===== src/rtl/spi_slave_os_pkg.sv =====
// Shared FSM encoding, defaults and counter sizing for the oversampled SPI slave.
package spi_slave_os_pkg;

    typedef enum logic [1:0] {
        IDLE   = 2'd0,
        ACTIVE = 2'd1,
        DONE   = 2'd2
    } state_t;

    localparam int M_DEF    = 16;
    localparam int SYNC_DEF = 2;

    function automatic int cnt_w(input int m);
        return $clog2(m + 2);
    endfunction

endpackage


===== src/rtl/spi_os_sync.sv =====
// SYNC-deep synchronizer with a history flop producing rise/fall pulses.
module spi_os_sync
    import spi_slave_os_pkg::*;
#(
    parameter int   SYNC = SYNC_DEF,
    parameter logic RST  = 1'b0
) (
    input  logic clk_i,
    input  logic clr_n_i,
    input  logic d_i,
    output logic q_o,
    output logic rise_o,
    output logic fall_o
);

    logic [SYNC-1:0] sync_q;
    logic            hist_q;

    always_ff @(posedge clk_i) begin
        if (!clr_n_i) begin
            sync_q <= {SYNC{RST}};
            hist_q <= RST;
        end else begin
            sync_q <= {sync_q[SYNC-2:0], d_i};
            hist_q <= sync_q[SYNC-1];
        end
    end

    assign q_o    = sync_q[SYNC-1];
    assign rise_o = q_o & ~hist_q;
    assign fall_o = ~q_o & hist_q;

endmodule


===== src/rtl/spi_slave_os.sv =====
// Oversampling SPI slave (CPOL=0, CPHA=0, MSB first) clocked by clk.
// Define SPI_SLAVE_OS_FRAME_ERR_EN to reject frames whose bit count is not M.
module spi_slave_os
    import spi_slave_os_pkg::*;
#(
    parameter int M    = M_DEF,
    parameter int SYNC = SYNC_DEF
) (
    input  logic         clk,
    input  logic         clr_n,
    input  logic         sclk,
    input  logic         mosi,
    input  logic         load,
    input  logic [M-1:0] DI,
    output logic         miso,
    output logic [M-1:0] DO,
    output logic         done,
    output logic         busy,
    output logic         err
);

    localparam int          CW     = cnt_w(M);
    localparam logic [CW-1:0] CNT_M  = CW'(M);
    localparam logic [CW-1:0] CNT_MX = CW'(M + 1);
    localparam logic [1:0]  SYNC_L = 2'(SYNC);

    logic sclk_lvl, sclk_rise, sclk_fall;
    logic mosi_lvl, mosi_rise, mosi_fall;
    logic load_lvl, load_rise, load_fall;
    logic unused_sync;

    spi_os_sync #(.SYNC(SYNC), .RST(1'b0)) u_sclk (
        .clk_i(clk), .clr_n_i(clr_n), .d_i(sclk),
        .q_o(sclk_lvl), .rise_o(sclk_rise), .fall_o(sclk_fall)
    );
    spi_os_sync #(.SYNC(SYNC), .RST(1'b0)) u_mosi (
        .clk_i(clk), .clr_n_i(clr_n), .d_i(mosi),
        .q_o(mosi_lvl), .rise_o(mosi_rise), .fall_o(mosi_fall)
    );
    spi_os_sync #(.SYNC(SYNC), .RST(1'b1)) u_load (
        .clk_i(clk), .clr_n_i(clr_n), .d_i(load),
        .q_o(load_lvl), .rise_o(load_rise), .fall_o(load_fall)
    );

    assign unused_sync = ^{sclk_lvl, mosi_rise, mosi_fall};

    state_t        state_q, state_d;
    logic [M-1:0]  tx_q, tx_d, rx_q, rx_d, do_q, do_d;
    logic [CW-1:0] cnt_q, cnt_d;
    logic          miso_q, miso_d, done_q, done_d, err_q, err_d;
    logic          armed_q, armed_d;
    logic [1:0]    flush_q, flush_d;
    logic          start;

    always_comb begin
        state_d = state_q;
        tx_d    = tx_q;
        rx_d    = rx_q;
        do_d    = do_q;
        cnt_d   = cnt_q;
        miso_d  = miso_q;
        done_d  = 1'b0;
        err_d   = 1'b0;
        // A frame may only open once load has been seen high after reset.
        flush_d = (flush_q == SYNC_L) ? flush_q : flush_q + 2'd1;
        armed_d = armed_q | ((flush_q == SYNC_L) & load_lvl);
        start   = armed_q & load_fall;

        unique case (state_q)
            IDLE: begin
                if (start) state_d = ACTIVE;
            end
            ACTIVE: begin
                if (load_rise) begin
                    state_d = DONE;
                end else if (sclk_rise) begin
                    rx_d = {rx_q[M-2:0], mosi_lvl};
                    if (cnt_q != CNT_MX) cnt_d = cnt_q + 1'b1;
                end else if (sclk_fall) begin
                    tx_d   = {tx_q[M-2:0], 1'b0};
                    miso_d = tx_q[M-2];
                end
            end
            DONE: begin
                state_d = start ? ACTIVE : IDLE;
`ifdef SPI_SLAVE_OS_FRAME_ERR_EN
                if (cnt_q == CNT_M) begin
                    do_d   = rx_q;
                    done_d = 1'b1;
                end else begin
                    err_d  = 1'b1;
                end
`else
                do_d   = rx_q;
                done_d = 1'b1;
`endif
            end
            default: state_d = IDLE;
        endcase

        if (start && state_q != ACTIVE) begin
            tx_d   = DI;
            miso_d = DI[M-1];
            cnt_d  = '0;
        end
    end

    always_ff @(posedge clk) begin
        if (!clr_n) begin
            state_q <= IDLE;
            tx_q    <= '0;
            rx_q    <= '0;
            do_q    <= '0;
            cnt_q   <= '0;
            miso_q  <= 1'b0;
            done_q  <= 1'b0;
            err_q   <= 1'b0;
            armed_q <= 1'b0;
            flush_q <= 2'd0;
        end else begin
            state_q <= state_d;
            tx_q    <= tx_d;
            rx_q    <= rx_d;
            do_q    <= do_d;
            cnt_q   <= cnt_d;
            miso_q  <= miso_d;
            done_q  <= done_d;
            err_q   <= err_d;
            armed_q <= armed_d;
            flush_q <= flush_d;
        end
    end

    assign miso = miso_q;
    assign DO   = do_q;
    assign done = done_q;
    assign err  = err_q;
    assign busy = (state_q == ACTIVE);

endmodule

===== config.mk =====
export PLATFORM = sky130hd
export DESIGN_NAME = spi_slave_os
export DESIGN_NICKNAME = d
export VERILOG_FILES = /design/src/rtl/spi_slave_os_pkg.sv /design/src/rtl/spi_os_sync.sv /design/src/rtl/spi_slave_os.sv
export SDC_FILE = /design/constraint.sdc
export NUM_CORES = 1
export LEC_CHECK = 0
export ABC_AREA = 1
export CAP_MARGIN = 20
export CORE_AREA = 2 2 70 72
export CTS_CLUSTER_SIZE = 16
export DETAILED_ROUTE_END_ITERATION = 7
export DIE_AREA = 0 0 72 74
export PLACE_DENSITY = 0.81
export SETUP_SLACK_MARGIN = 0.15
export SLEW_MARGIN = 20
export SYNTH_ARGS = -nofsm -noshare
export SYNTH_HDL_FRONTEND = slang
export SYNTH_SLANG_ARGS = --single-unit
export TNS_END_PERCENT = 1

===== constraint.sdc =====
create_clock -name clk -period 3.3 [get_ports clk]
set_input_delay 0.495 -clock clk [delete_from_list [all_inputs] [get_ports clk]]
set_output_delay 0.495 -clock clk [all_outputs]
set_load 0.03 [all_outputs]

==> reports/metrics.csv, run 1 <==
stage,metric,value,unit
pwr,power_density,516.5,nW/µm²
placement,io_buffer_count,39,
die,coreArea,4598,µm²
setup_path,worstPathCellList,nand2_1 -> inv_1 -> clkdlybuf4s50_1,
sta,timing.final.crit_period,2227,ps
logic_synthesis,synth_top_cells_by_area,"sky130_fd_sc_hd__dfxtp_1 (50%), sky130_fd_sc_hd__nand2_1 (12%), sky130_fd_sc_hd__nor2_1 (7.9%)",
layout,area_delta_synth_final,22.75,%
setup_path,critical_path_arrival,1730,ps
layout,layout.cells.most_common,sky130_fd_sc_hd__nand2_1,
outcome,outcome,completed,
logic_synthesis,synth_top_area_share,50.15,%
hold_path,hold_start,u_load.sync_q[0],
layout,final_cell_area,3038,µm²
logic_synthesis,seq_area_frac_synth,50.15,%
clock_network,clock_tree.htree_level_count,3,
layout,post_route_cells_drive_above_1_share,6.860,%
clock_network,tritoncts,built,
clock_network,worstSkewPairLatency,330,ps
route,wl_met1,2278,µm
logic_synthesis,mappedNetlistArea,2475,µm²
route,post-route-drc-count,0,
route,routed.top_layer,met4,
placement,final_hpwl_dp,3054,µm
logic_synthesis,synth_top_cell_by_area,sky130_fd_sc_hd__dfxtp_1,
sta,worst_slew_margin_rel,55.55,%
setup_path,worst_ep_required_time,2800,ps
placement,routabilityCongestion,0.7743,
die,dieArea,5328,µm²
sta,peak_freq,449.1,MHz
clock_network,tritoncts.num_buffers,9,
pwr,power.leakage,1.410,nW
sta,setup_violations,0,
clock_network,cts.sink_count,62,
setup_path,cp_slowest_cell,sky130_fd_sc_hd__clkdlybuf4s50_1,
layout,nFillCells,384,
pwr,vdd.ir_drop.worst,0.3603,mV
route,vias,2086,
route,routed-wl-met2,2258,µm
grt,grt_remaining_overflow,0,
route,first_iter_violations,106,
setup_path,cp.buffers_inverters,2,
die,die_height,74,µm
clock_network,cts.reportedPaths.clkPinSlew,60,ps
hold_path,min_path_type,reg -> reg,
route,via_per_inst,4.818,
die,floorplan.io_pins,41,
sta,post-route-worst-setup-slack,1073,ps
logic_synthesis,ys.warnings.count,0,
layout,commonest_non_fill_non_tap_cells_in_the_layout,"sky130_fd_sc_hd__nand2_1 (78), sky130_fd_sc_hd__dfxtp_1 (62), sky130_fd_sc_hd__nor2_1 (52)",
layout,finish.net_count,396,
grt,number_of_global_route_vias_before_repair,1990,
clock_network,postCtsSetupRepairBufs,0,
logic_synthesis,syn_nets,361,
layout,antenna_cells,0,
die,rows,25,
route,drt_pass1_iterations,4,
logic_synthesis,netlist-cell-type-count,21,
sta,worst-slew-pin-transition,664.7,ps
setup_path,worst_path_largest_cell_delay,680,ps
setup_path,critPathKind,reg -> out,
logic_synthesis,synth_seq_cells,62,
logic_synthesis,netlist_instances,339,
sta,clock_skew,10.78,ps
die,initial_utilization,53.82,%
grt,grt_antenna_before_repair,0,
logic_synthesis,synth_area_per_cell,7.301,µm²
die,fp.dieW,72,µm
clock_network,clockBufferDepth,2,
placement,total_cell_area_at_the_placement_stage,2838,µm²
grt,grt_pass1_wl,8259,µm
setup_path,crit_path_start,state_q[0],
setup_path,timing.critical_path.fanout_max,10,
sta,grt_setup_unrepaired,false,
sta,share_of_the_clock_period_used_by_the_worst_path_after_layout,67.48,%
sta,slew_violations,0,
route,wl_met3,204,µm
setup_path,rr_startpoint,state_q[0],
layout,total_area_of_sequential_cells,1241,µm²
grt,gr-usage-all-layers,19.83,%
route,totalWireLength,4845,µm
clock_network,clk_root_buf,sky130_fd_sc_hd__clkbuf_8,
route,detail_route.wl_per_cell,11.19,µm
sta,timing.setup.tns,0,ps
setup_path,cp_endpoint_kind,output pin,
layout,multi_input_gate_area,969.7,µm²
clock_network,postCtsResizedCells,0,
job,drv_cap,0,
setup_path,timing.critical_path.from_type,flip-flop,
clock_network,number_of_buffers_added_to_fix_hold_violations_after_cts,0,
sta,hold_viol,0,
setup_path,crit_family,buffers and inverters,
grt,grt_start_max_net_pins,32,
route,drt.antenna.violating_nets,0,
placement,placement.setup.worst_slack,1045,ps
[worst paths after layout]
path                 endpoint  slack, ps  cells past startpoint
max                      busy       1070                      3
min          u_load.sync_q[1]        420                      1
max reg2reg           tx_q[3]       1330                      8
min reg2reg  u_load.sync_q[1]        420                      1
[per-stage QoR]
stage	power (mW)	util [%]	cells	hold WS, ps
final	1.569	66.07	433	415.4
after global routing	1.633	66.07	433	430.1
after CTS	1.577	66.07	433	415.4
after detailed placement	0.9251	61.71	417	401.3
after global placement	0.9214	61.71	417	398.1
after floorplan	0.8871	-	339	390.5
[where the power goes]
part	internal (mW)	switching [mW]
clock	0.386	0.271
sequential	0.773	0.0109
combinational	0.0557	0.0721
[flip-flops by register name (all words and copies together), names as in the netlist, 2 cells and up]
| signal | cells |
|---|---|
| DO | 16 |
| flush_q | 2 |
| rx_q | 16 |
| state_q | 2 |
| tx_q | 15 |
| u_load.sync_q | 2 |
| u_mosi.sync_q | 2 |
| u_sclk.sync_q | 2 |
[Yosys cell counts, drive strengths merged]
cell	count
nand2	81
dfxtp	62
nor2	55
inv	39
a21oi	30
o21ai	26
nand3	23
buf	14
clkbuf	4
or2	2
conb	1
ha	1
nor3	1
[final cells by class]
cell class / count / area share (%)
Clock buffer: 12 / 5.107
Clock inverter: 4 / 1.483
Inverter: 39 / 4.819
Multi-Input combinational cell: 220 / 31.92
Sequential cell: 62 / 40.86
Tap cell: 54 / 2.224
Timing Repair Buffer: 42 / 13.59
[per-layer routing]
| layer | vias to the layer above | global-route usage (%) |
|---|---|---|
| met5 | - | 0 |
| met4 | 0 | 9.853 |
| met3 | 10 | 4.472 |
| met2 | 45 | 33.64 |
| met1 | 913 | 23.95 |
| li1 | 1118 | - |
[kinds of logic (layout without fill, tap and decap cells)]
| family | after synthesis | after routing | synth area share, % |
|---|---|---|---|
| compound gates | 56 | 56 | 11.32 |
| other cells | 1 | 1 | 0.1515 |
| fa+ha+maj | 1 | 1 | 0.5055 |
| flops | 62 | 62 | 50.15 |
| buf+inv | 57 | 97 | 10.67 |
| simple gates | 162 | 162 | 27.20 |
[worst register-to-register path, stage by stage (launching register included)]
cell and delay, ps:
sky130_fd_sc_hd__dfxtp_1 350, sky130_fd_sc_hd__nand2_1 230, sky130_fd_sc_hd__buf_4 280, sky130_fd_sc_hd__nand2_2 260, sky130_fd_sc_hd__nand2_1 110, sky130_fd_sc_hd__nand2_2 410
sky130_fd_sc_hd__nand2_1 120, sky130_fd_sc_hd__nand2_1 90, sky130_fd_sc_hd__nor2_1 40
(Power assumes the default switching activity.)
==> run 2, diff against run 1 <==
- CORE_AREA: 2 2 70 72 -> 2 2 72 74
- DIE_AREA: 0 0 72 74 -> 0 0 74 76
- PLACE_DENSITY: 0.81 -> 0.77
- clock period: 3.3 -> 2.2 ns (I/O delays scaled with it)
==> reports/metrics.csv, run 2 (synthesis gave the netlist of run 1 again) <==
stage,metric,value,unit,change
placement,final_hpwl_dp,3174,µm,was 3054 µm
route,detail_route.wl_per_cell,10.70,µm,was 11.19 µm
clock_network,tritoncts.num_buffers,9,,unchanged
route,post-route-drc-count,0,,unchanged
layout,commonest_non_fill_non_tap_cells_in_the_layout,"sky130_fd_sc_hd__nand2_1 (78), sky130_fd_sc_hd__dfxtp_1 (62), sky130_fd_sc_hd__nor2_1 (52)",,unchanged
pwr,vdd.ir_drop.worst,0.5086,mV,was 0.3603 mV
sta,post-route-worst-setup-slack,320.0,ps,was 1073 ps
sta,hold-worst-slack,414.0,ps,was 415.4 ps
route,drt_pass1_iterations,4,,unchanged
pwr,power.leakage,1.425,nW,was 1.410 nW
grt,number_of_global_route_vias_before_repair,1931,,was 1990
layout,antenna_cells,0,,unchanged
route,via_per_inst,4.631,,was 4.818
layout,nFillCells,440,,was 384
sta,share_of_the_clock_period_used_by_the_worst_path_after_layout,85.45,%,
setup_path,worst_ep_required_time,1870,ps,was 2800 ps
clock_network,cts.reportedPaths.clkPinSlew,70,ps,was 60 ps
layout,final_cell_area,3094,µm²,was 3038 µm²
sta,timing.setup.tns,0,ps,unchanged
clock_network,clock_tree.htree_level_count,3,,unchanged
die,coreArea,4912,µm²,was 4598 µm²
setup_path,cp_endpoint_kind,output pin,,unchanged
die,initial_utilization,50.38,%,was 53.82%
route,vias,2093,,was 2086
pwr,power_density,792.8,nW/µm²,was 516.5 nW/µm²
sta,setup_violations,0,,unchanged
grt,gr-usage-all-layers,19.05,%,was 19.83%
job,drv_cap,0,,unchanged
setup_path,critical_path_arrival,1550,ps,was 1730 ps
sta,hold_viol,0,,unchanged
clock_network,cts.sink_count,62,,unchanged
sta,worst-slew-pin-transition,509.0,ps,was 664.7 ps
route,first_iter_violations,167,,was 106
sta,worst_slew_margin_rel,65.95,%,was 55.55%
sta,clock_skew,7.992,ps,was 10.78 ps
clock_network,tritoncts,built,,unchanged
grt,grt_pass1_wl,8362,µm,was 8259 µm
route,drt.antenna.violating_nets,0,,unchanged
sta,slew_violations,0,,unchanged
setup_path,crit_path_start,state_q[0],,unchanged
clock_network,clk_root_buf,sky130_fd_sc_hd__clkbuf_8,,unchanged
grt,grt_start_max_net_pins,32,,unchanged
layout,finish.net_count,399,,was 396
clock_network,clockBufferDepth,2,,unchanged
grt,grt_antenna_before_repair,0,,unchanged
die,rows,26,,was 25
layout,area_delta_synth_final,25.03,%,was 22.75%
hold_path,hold_start,u_mosi.sync_q[0],,was u_load.sync_q[0]
sta,grt_setup_unrepaired,false,,unchanged
hold_path,min_path_type,reg -> reg,,unchanged
setup_path,rr_startpoint,state_q[0],,unchanged
placement,total_cell_area_at_the_placement_stage,2880,µm²,was 2838 µm²
die,fp.dieW,74,µm,was 72 µm
placement,routabilityCongestion,0.7756,,was 0.7743
route,totalWireLength,4837,µm,was 4845 µm
layout,post_route_cells_drive_above_1_share,7.592,%,was 6.860%
clock_network,worstSkewPairLatency,340,ps,was 330 ps
outcome,outcome,completed,,unchanged
placement,placement.setup.worst_slack,521.1,ps,was 1045 ps
die,die_height,76,µm,was 74 µm
sta,peak_freq,531.9,MHz,
clock_network,postCtsSetupRepairBufs,0,,unchanged
clock_network,postCtsResizedCells,0,,unchanged
clock_network,number_of_buffers_added_to_fix_hold_violations_after_cts,0,,unchanged
setup_path,critPathKind,reg -> out,,unchanged
sta,timing.final.crit_period,1880,ps,
placement,io_buffer_count,39,,unchanged
layout,layout.cells.most_common,sky130_fd_sc_hd__nand2_1,,unchanged
die,dieArea,5624,µm²,was 5328 µm²
setup_path,timing.critical_path.from_type,flip-flop,,unchanged
setup_path,timing.critical_path.fanout_max,3,,was 10
die,floorplan.io_pins,41,,unchanged
grt,grt_remaining_overflow,0,,unchanged
run 2: changes by cell type in the layout (fill, tap and decap cells not counted):
cell | previous run | this run
sky130_fd_sc_hd__buf_4 | 3 | 6
sky130_fd_sc_hd__clkbuf_8 | 11 | 9
sky130_fd_sc_hd__clkinvlp_4 | 0 | 1
sky130_fd_sc_hd__clkinv_4 | 0 | 1
sky130_fd_sc_hd__bufinv_16 | 1 | 2
sky130_fd_sc_hd__clkinv_2 | 3 | 2
run 2: cell type report:
| cell class | count | area, µm² | area share [%] |
|---|---|---|---|
| well taps | 70 | 87.58 | 2.831 |
| repair buffers | 45 | 435.4 | 14.07 |
| clock buffers | 10 | 127.6 | 4.125 |
| flip-flops and latches | 62 | 1241 | 40.11 |
| inverters | 39 | 146.4 | 4.731 |
| multi-input cells | 220 | 969.7 | 31.34 |
| clock inverters | 6 | 86.33 | 2.790 |
run 2: worst paths after layout:
path / endpoint / slack (ps) / cells past startpoint
setup / recovery: busy / 320 / 3
setup reg to reg: tx_q[3] / 500 / 8
hold reg to reg: u_mosi.sync_q[1] / 410 / 2
hold / removal: u_mosi.sync_q[1] / 410 / 2
run 2: per-stage QoR:
step	std cells	power, mW	util, %
after global routing	452	2.559	62.99
after detailed placement	436	1.395	58.63
final	452	2.453	62.99
after global placement	436	1.386	58.63
after CTS	452	2.472	62.99
after floorplan	339	1.331	-
run 2: layer usage:
metal  vias up  global-route usage [%]  share of wire [%]
met4         0                   8.727                2.1
met1       917                   24.26                 47
met2        41                   29.55                 46
li1       1126                       -                  -
met5         -                       0                  0
met3         9                   5.423                5.3
run 2: worst max-delay path, stage by stage, from the launching register on:
cell,delay [ps]
sky130_fd_sc_hd__dfxtp_1,350
sky130_fd_sc_hd__nand2_1,90
sky130_fd_sc_hd__inv_1,90
sky130_fd_sc_hd__clkdlybuf4s50_1,680
run 2: power by group:
| group | switching (mW) | leakage, nW | total, mW | internal (mW) |
|---|---|---|---|---|
| combinational | 0.107 | 0.817 | 0.192 | 0.0858 |
| sequential | 0.0170 | 0.502 | 1.18 | 1.16 |
| clock | 0.449 | 0.106 | 1.08 | 0.636 |
| total | 0.573 | 1.42 | 2.45 | 1.88 |
